--- config.mk ---
export PLATFORM = sky130hd
export DESIGN_NAME = mem_mapper_unit
export DESIGN_NICKNAME = d
export VERILOG_FILES = /design/src/rtl/mem_mapper_unit.sv
export SDC_FILE = /design/constraint.sdc
export NUM_CORES = 1
export LEC_CHECK = 0
export CORE_MARGIN = 5
export CORE_UTILIZATION = 35
export DETAILED_ROUTE_END_ITERATION = 16
export HOLD_SLACK_MARGIN = 0.1
export PLACE_DENSITY_LB_ADDON = 0.15
export SETUP_SLACK_MARGIN = 0.1
export SLEW_MARGIN = 20
export SYNTH_ARGS = -nofsm -noshare
export SYNTH_HDL_FRONTEND = slang
export SYNTH_SLANG_ARGS = --single-unit
--- constraint.sdc ---
create_clock -name i_clk -period 2.8 [get_ports i_clk]
set_input_delay 0.42 -clock i_clk [delete_from_list [all_inputs] [get_ports i_clk]]
set_output_delay 0.42 -clock i_clk [all_outputs]
set_load 0.01 [all_outputs]
--- src/rtl/mem_mapper_unit.sv ---
`default_nettype none
//============================================================================
// Module   : mem_mapper_unit
// Purpose  : Fetch/EX address decode, region-relative translation, access
//            fault flags and a sticky fault-capture register for trap logic.
// Revision : 1.0  initial release
//============================================================================
module mem_mapper_unit #(
    parameter logic [1:0]  XLEN            = 2'b01,
    parameter logic [31:0] INSTR_ROM_START = 32'h0000_0000,
    parameter logic [31:0] INSTR_ROM_END   = 32'h0000_3FFF,
    parameter logic [31:0] DATA_ROM_START  = 32'h0000_4000,
    parameter logic [31:0] DATA_ROM_END    = 32'h0000_7FFF,
    parameter logic [31:0] DATA_RAM_START  = 32'h1000_0000,
    parameter logic [31:0] DATA_RAM_END    = 32'h1000_FFFF,
    parameter logic [31:0] IO_START        = 32'h2000_0000,
    parameter logic [31:0] IO_END          = 32'h2000_00FF,
    localparam int         W               = 1 << (int'(XLEN) + 4)
) (
    input  logic         i_clk,
    input  logic         i_rst,
    input  logic [W-1:0] i_fetch_addr,
    input  logic [W-1:0] i_alu_out_e,
    input  logic         i_lw_e,
    input  logic         i_sw_e,
    input  logic         i_fault_clr,
    output logic         o_instr_rom_en,
    output logic         o_data_rom_en,
    output logic         o_data_ram_en,
    output logic         o_io_en,
    output logic [W-1:0] o_fetch_translated_addr,
    output logic [W-1:0] o_ex_translated_addr,
    output logic         o_bad_addr_f,
    output logic         o_bad_addr_load_e,
    output logic         o_bad_addr_store_e,
    output logic         o_fault_valid,
    output logic [1:0]   o_fault_cause,
    output logic [W-1:0] o_fault_addr
);

    localparam logic [1:0] c_CAUSE_NONE  = 2'b00;
    localparam logic [1:0] c_CAUSE_FETCH = 2'b01;
    localparam logic [1:0] c_CAUSE_LOAD  = 2'b10;
    localparam logic [1:0] c_CAUSE_STORE = 2'b11;

    localparam logic [W-1:0] c_IROM_LO = W'(INSTR_ROM_START);
    localparam logic [W-1:0] c_IROM_HI = W'(INSTR_ROM_END);
    localparam logic [W-1:0] c_DROM_LO = W'(DATA_ROM_START);
    localparam logic [W-1:0] c_DROM_HI = W'(DATA_ROM_END);
    localparam logic [W-1:0] c_DRAM_LO = W'(DATA_RAM_START);
    localparam logic [W-1:0] c_DRAM_HI = W'(DATA_RAM_END);
    localparam logic [W-1:0] c_IO_LO   = W'(IO_START);
    localparam logic [W-1:0] c_IO_HI   = W'(IO_END);

    // Offset form of lo <= a <= hi: one subtract and one compare, no
    // degenerate compare against a zero lower bound.
    function automatic logic in_range(input logic [W-1:0] a,
                                      input logic [W-1:0] lo,
                                      input logic [W-1:0] hi);
        return (a - lo) <= (hi - lo);
    endfunction

    logic w_f_irom;
    logic w_e_irom, w_e_drom, w_e_dram, w_e_io, w_e_unmapped;
    logic w_e_sel_drom, w_e_sel_dram, w_e_sel_io;

    always_comb begin
        w_f_irom     = in_range(i_fetch_addr, c_IROM_LO, c_IROM_HI);
        w_e_irom     = in_range(i_alu_out_e, c_IROM_LO, c_IROM_HI);
        w_e_drom     = in_range(i_alu_out_e, c_DROM_LO, c_DROM_HI);
        w_e_dram     = in_range(i_alu_out_e, c_DRAM_LO, c_DRAM_HI);
        w_e_io       = in_range(i_alu_out_e, c_IO_LO,   c_IO_HI);
        w_e_sel_drom = w_e_drom & ~w_e_irom;
        w_e_sel_dram = w_e_dram & ~w_e_irom & ~w_e_drom;
        w_e_sel_io   = w_e_io   & ~w_e_irom & ~w_e_drom & ~w_e_dram;
        w_e_unmapped = ~(w_e_irom | w_e_drom | w_e_dram | w_e_io);
    end

    assign o_instr_rom_en          = w_f_irom;
    assign o_fetch_translated_addr = i_fetch_addr;
    assign o_bad_addr_f            = ~w_f_irom;

    assign o_data_rom_en = w_e_sel_drom;
    assign o_data_ram_en = w_e_sel_dram;
    assign o_io_en       = w_e_sel_io;

    always_comb begin
        o_ex_translated_addr = i_alu_out_e;
        if (w_e_irom)
            o_ex_translated_addr = i_alu_out_e - c_IROM_LO;
        else if (w_e_sel_drom)
            o_ex_translated_addr = i_alu_out_e - c_DROM_LO;
        else if (w_e_sel_dram)
            o_ex_translated_addr = i_alu_out_e - c_DRAM_LO;
        else if (w_e_sel_io)
            o_ex_translated_addr = i_alu_out_e - c_IO_LO;
    end

    assign o_bad_addr_load_e  = i_lw_e & (w_e_irom | w_e_unmapped);
    assign o_bad_addr_store_e = i_sw_e & (w_e_irom | w_e_sel_drom | w_e_unmapped);

    logic         fault_valid_q, fault_valid_d;
    logic [1:0]   fault_cause_q, fault_cause_d;
    logic [W-1:0] fault_addr_q,  fault_addr_d;

    // EX holds the older instruction, so its faults win over fetch.
    always_comb begin
        fault_valid_d = fault_valid_q;
        fault_cause_d = fault_cause_q;
        fault_addr_d  = fault_addr_q;
        if (i_fault_clr) begin
            fault_valid_d = 1'b0;
            fault_cause_d = c_CAUSE_NONE;
            fault_addr_d  = '0;
        end else if (!fault_valid_q) begin
            if (o_bad_addr_load_e) begin
                fault_valid_d = 1'b1;
                fault_cause_d = c_CAUSE_LOAD;
                fault_addr_d  = i_alu_out_e;
            end else if (o_bad_addr_store_e) begin
                fault_valid_d = 1'b1;
                fault_cause_d = c_CAUSE_STORE;
                fault_addr_d  = i_alu_out_e;
            end else if (o_bad_addr_f) begin
                fault_valid_d = 1'b1;
                fault_cause_d = c_CAUSE_FETCH;
                fault_addr_d  = i_fetch_addr;
            end
        end
    end

    always_ff @(posedge i_clk or posedge i_rst) begin
        if (i_rst) begin
            fault_valid_q <= 1'b0;
            fault_cause_q <= c_CAUSE_NONE;
            fault_addr_q  <= '0;
        end else begin
            fault_valid_q <= fault_valid_d;
            fault_cause_q <= fault_cause_d;
            fault_addr_q  <= fault_addr_d;
        end
    end

    assign o_fault_valid = fault_valid_q;
    assign o_fault_cause = fault_cause_q;
    assign o_fault_addr  = fault_addr_q;

endmodule
`default_nettype wire

## Word-level counts from Yosys, hierarchy flattened

Cells that the tools add are included.

- $mul: 0
- Div/mod/pow operators: 0
- Shift-type cells: 0
- Bitwise logic cells: 19
- $add $sub $neg: 3
- Reductions and logical operators: 1
- Multiplexer cells: 19
- Magnitude comparators: 5
- Equal/unequal tests: 2

Operators with widths:

| cell | number |
|---|---|
| two-way mux 32 bit | 9 |
| <= comparator 32 x 14 -> 1 bit (second input constant) | 3 |
| <= comparator 32 x 16 -> 1 bit (second input constant) | 1 |
| <= comparator 32 x 8 -> 1 bit (second input constant) | 1 |
| subtractor 32 x 15 -> 32 bit (second input constant) | 1 |
| subtractor 32 x 29 -> 32 bit (second input constant) | 1 |
| subtractor 32 x 30 -> 32 bit (second input constant) | 1 |
| two-way mux 2 bit | 5 |
| AND 1 bit | 8 |
| OR 1 bit | 6 |
| two-way mux 1 bit | 5 |
| NOT 1 bit | 5 |
| inequality test 4 bit (second input constant) | 1 |
| inequality test 2 bit (second input constant) | 1 |
| AND reduction 2 bit | 1 |

- Bits in read-only memories: 0
- Bits in registers: 35
- Bits in writable memories: 0
- Bits in latches: 0
- Input port bits: 69
- Memories: 0

## Logic depth before layout (Yosys ltp)

- Depth in word-level cells: 12
- Depth in mapped cells: 12

## Least setup slack after synthesis

Ideal clock, no wire load.

- Path type: in2reg
- Start point: input port i_alu_out_e[24]
- End point: register fault_addr_q[13], in the netlist o_fault_addr[13]
- Path buffers: 3
- Data arrival time: 3.066 ns
- Stages: 10
- Setup time: 0.094 ns
- Slack: -0.360 ns
- Cells stage by stage: or4_4 or3_1 o32a_1 or3_1 buf_2 a31oi_2 buf_4 buf_2 mux2_2 a211oi_1

- Cells in the longest elaborated chain, start to end: 12
- Elaborated cells on any way between the ends: 24

Ends and longest elaborated chain:

| what | line | text |
|---|---|---|
| start: declaration | 23 | `input logic [W-1:0] i_alu_out_e,` |
| subtractor 32 x 15 -> 32 bit | 60 | `return (a - lo) <= (hi - lo);` |
| <= comparator 32 x 14 -> 1 bit | 60 |  |
| OR 1 bit (3 in series) | 76 | `w_e_unmapped = ~(w_e_irom \| w_e_drom \| w_e_dram \| w_e_io);` |
| NOT 1 bit | 76 |  |
| OR 1 bit | 100 | `assign o_bad_addr_store_e = i_sw_e & (w_e_irom \| w_e_sel_drom \| w_e_unmapped);` |
| AND 1 bit | 100 |  |
| two-way mux 32 bit | 120 | `end else if (o_bad_addr_store_e) begin` |
| two-way mux 32 bit | 116 | `if (o_bad_addr_load_e) begin` |
| two-way mux 32 bit | 115 | `end else if (!fault_valid_q) begin` |
| two-way mux 32 bit | 111 | `if (i_fault_clr) begin` |
| end signal: assignment | 140 | `fault_addr_q <= fault_addr_d;` |
| end: declaration | 104 | `logic [W-1:0] fault_addr_q, fault_addr_d;` |

Several ways; a longest one is shown, not always the timed one. The select of a mux whose other input is x is not followed.
A chain may end at the register's enable or synchronous reset.

## Worst setup path in the final report

- Start point: input port i_alu_out_e[20]
- End point: register fault_addr_q[11], in the netlist o_fault_addr[11]

The elaborated chain is that of the path after synthesis.

==> qor.csv <==
metric,value,unit
status,finished with violations,
violations,setup timing,
crit_path_start_kind,primary input,
cts_made_buffers,5,
fin_ws,-0.303,ns
leakage,2.59,nW
wl,12.2,mm
period_needed,3.10,ns
seqPwrFrac,33.5,%
critPathKind,primary input to flop,
cts_sinks,35,
switching_share,30.6,%
reg2reg_from,o_fault_valid,
synth_edf_count,0,
holdPathEnd,o_fault_addr[3],
synth_warnings,0,
max_freq,322,MHz
cpMostUsedCell,buf_12,
hold_slack,0.524,ns
hp-start,o_fault_addr[3],
cp_cell_sequence,"buf_6, or4_4, or3_1, o32a_1, or3_4, buf_6, a31oi_4, buf_12, buf_12, o21ai_4, buf_12, clkbuf_16, a211oi_2",
post-place-cells,647,
comb_power_share,43.6,%
drv_slew,0,
finalClockSkew,0.00493,ns
via_per_inst,5.01,
dp_hpwl,8.80,mm
r2r-end,o_fault_addr[25],
die_area,10500,µm²
min_path_type,flop to flop,
cts_root_buffer,clkbuf_8,
drt-wirelength-per-cell,17.9,µm
critical_path.max_stage_delay,0.59,ns
fin_cells,680,
clock_power_share,22.9,%
die_x,102,µm
fillers,656,
rr_worst_depth,4,
drc_errors,0,
power.switching,521,µW
worstSetupEndpointType,flop,
cp_max_fo,6,
synth_top_area_cell,dfrtp_1,
htree_levels,2,
synth_area_leaders,"dfrtp_1 29%, buf_4 12%, mux2_2 11%",
avgSynthCellArea,8.10,µm²
gp_congestion,0.869,
cts_buffer_depth,2,
vdd_drop_max,0.000244,V
cp.arrival,3.30,ns
rows,33,
synth_cells,368,
period_share,111,%
drive_above_1_share,42.9,%
cts_tree,done,
first_pass_iters,4,
register_area,877,µm²
yosysUniqueCellTypes,42,
ant_nets,0,
clkLatencyLatePin,0.29,ns
grt.overflow.total,0,
port_buffers,174,
finalHoldViolations,0,
ios,175,
yosys_register_bits,35,
cts.clk_slew.worst_paths,0.07,ns
cellInternalPower,1.18,mW
slew_headroom,47.5,%
global_route.usage.total,22.3,%
synth_nets,443,
holdBufCountCts,0,
die_h,102,µm
core,8260,µm²
grt_pass1_vias,3587,
final_core_util,71.7,%
post-synth-top-count-cell,buf_4,
powerDensity,287,nW/µm²
tightest_slew,0.786,ns
synth_area,2980,µm²
whs_path_depth,2,
initial_core_util,36.1,%
drtIter0Drc,78,
rsz0062_at_grt,true,
ys_seq_area_share,29.4,%
vias,3410,
synth_ff_type,dfrtp_1,
grt_pass1_wl,18.3,mm
cp_data_required_time,3.00,ns
multi_input_area,1950,µm²
async_flop_share,100,%
synth_top_area_share,29.4,%
area_growth,98.4,%
grt_antenna_before_repair,1,
setup_violations,48,
r2r_setup_slack,0.87,ns
cp_slowest_cell,or4_4,
grt_max_degree,37,
drv_cap,0,
ys_top_cells_by_count,"47 x buf_4, 40 x inv_1, 40 x nor2_1, 35 x dfrtp_1, 33 x nor3_1",
fin_nets,648,
## metrics by stage
step	worst slack (ns)	power, mW	instance area (µm²)	TNS [ns]
4_1_cts	-0.194	1.68	5640	-7.05
5_1_grt	-0.350	1.79	5920	-13.56
3_3_place_gp	-0.960	1.20	5080	-40.04
3_5_place_dp	-1.01	1.21	5080	-42.91
2_1_floorplan	-0.202	0.844	3040	-5.12
6_report	-0.303	1.70	5920	-11.14
## logic make-up after synthesis
logic type	count (synthesis)	share of synthesized area, %
AND/OR/NAND/NOR	124	21.6
multiplexers	30	11.3
buffers and inverters	118	21.1
AO/OA/AOI/OAI	47	11.7
XOR/XNOR	8	2.35
flip-flops	35	29.4
adder cells (fa/ha/maj)	6	2.52
## registers in the layout (all words and copies together), names as in the netlist
register and flops:
o_fault_addr 32, o_fault_valid 1, o_fault_cause 2
## power groups by stage
| stage | registers [mW] | clock network [mW] | logic (mW) |
|---|---|---|---|
| 2_1_floorplan | 0.588 | 0 | 0.256 |
| 3_3_place_gp | 0.577 | 0 | 0.624 |
| 3_5_place_dp | 0.579 | 0 | 0.629 |
| 4_1_cts | 0.570 | 0.404 | 0.707 |
| 5_1_grt | 0.576 | 0.424 | 0.789 |
| 6_report | 0.570 | 0.389 | 0.741 |
## layer usage
metal	track usage, %	part of all wire (%)	vias to the layer above
met5	0	0	-
met4	4.24	1.3	0
met3	6.69	8.8	12
met2	40.6	51	140
met1	26.0	39	1629
li1	-	-	1629
## layout by cell type, fill, tap and decap left out, types with 3 or more instances in the layout
master           Yosys  routed
or4_4                2       4
a211oi_2             0      30
buf_6                1      15
nor2_1              40      38
dlygate4sd2_1        0       3
buf_16               0       4
o21ai_1              3       3
buf_12               0       9
clkbuf_8             0       6
xnor2_1              7       5
nand3b_1             4       4
inv_1               40      37
nand4_1              4       4
nand2_1              7       4
nor4_4               0       4
ha_1                 6       3
clkbuf_2             0       4
or3_1                7       6
mux2_2              30      12
buf_2                3      11
clkdlybuf4s15_2      0       4
buf_4               47      80
and2_4               0       5
nand2_2              0       3
clkdlybuf4s50_1      0     140
nor3_1              33      32
mux2_4               0      18
dfrtp_1             35      34
## worst max path at each step
stage | from | endpoint | slack, ns | cells after the start
finish | i_alu_out_e[20] | o_fault_addr[11] | -0.30 | 13
global route | i_alu_out_e[20] | o_fault_addr[19] | -0.35 | 13
CTS | i_alu_out_e[19] | o_fault_addr[5] | -0.19 | 12
detailed placement | i_alu_out_e[14] | o_ex_translated_addr[29] | -1.01 | 10
global placement | i_alu_out_e[14] | o_ex_translated_addr[29] | -0.96 | 10
floorplan | i_alu_out_e[24] | o_fault_addr[13] | -0.20 | 10
## layout make-up
| type | count | area share, % |
|---|---|---|
| timing repair buffer | 276 | 45.8 |
| multi-input combinational | 215 | 32.9 |
| sequential | 35 | 14.8 |
| inverter | 40 | 2.66 |
| tap | 105 | 2.22 |
| clock buffer | 7 | 1.46 |
| clock inverter | 1 | 0.0846 |
| antenna | 1 | 0.0423 |
## timing repair
item                                    CTS  global route
gates resized for setup                 189            44
gates cloned                              4             2
pin swaps                                39            49
endpoints found under the setup margin   50            50
buffers inserted                         10             9
## critical path, delay by kind of cell
kind | cells | cell delay [ns]
AND/OR/NAND/NOR | 3 | 1.36
buffers and inverters | 6 | 0.84
AO/OA/AOI/OAI | 4 | 0.65
Note: power is estimated with default switching activity, not from simulation.
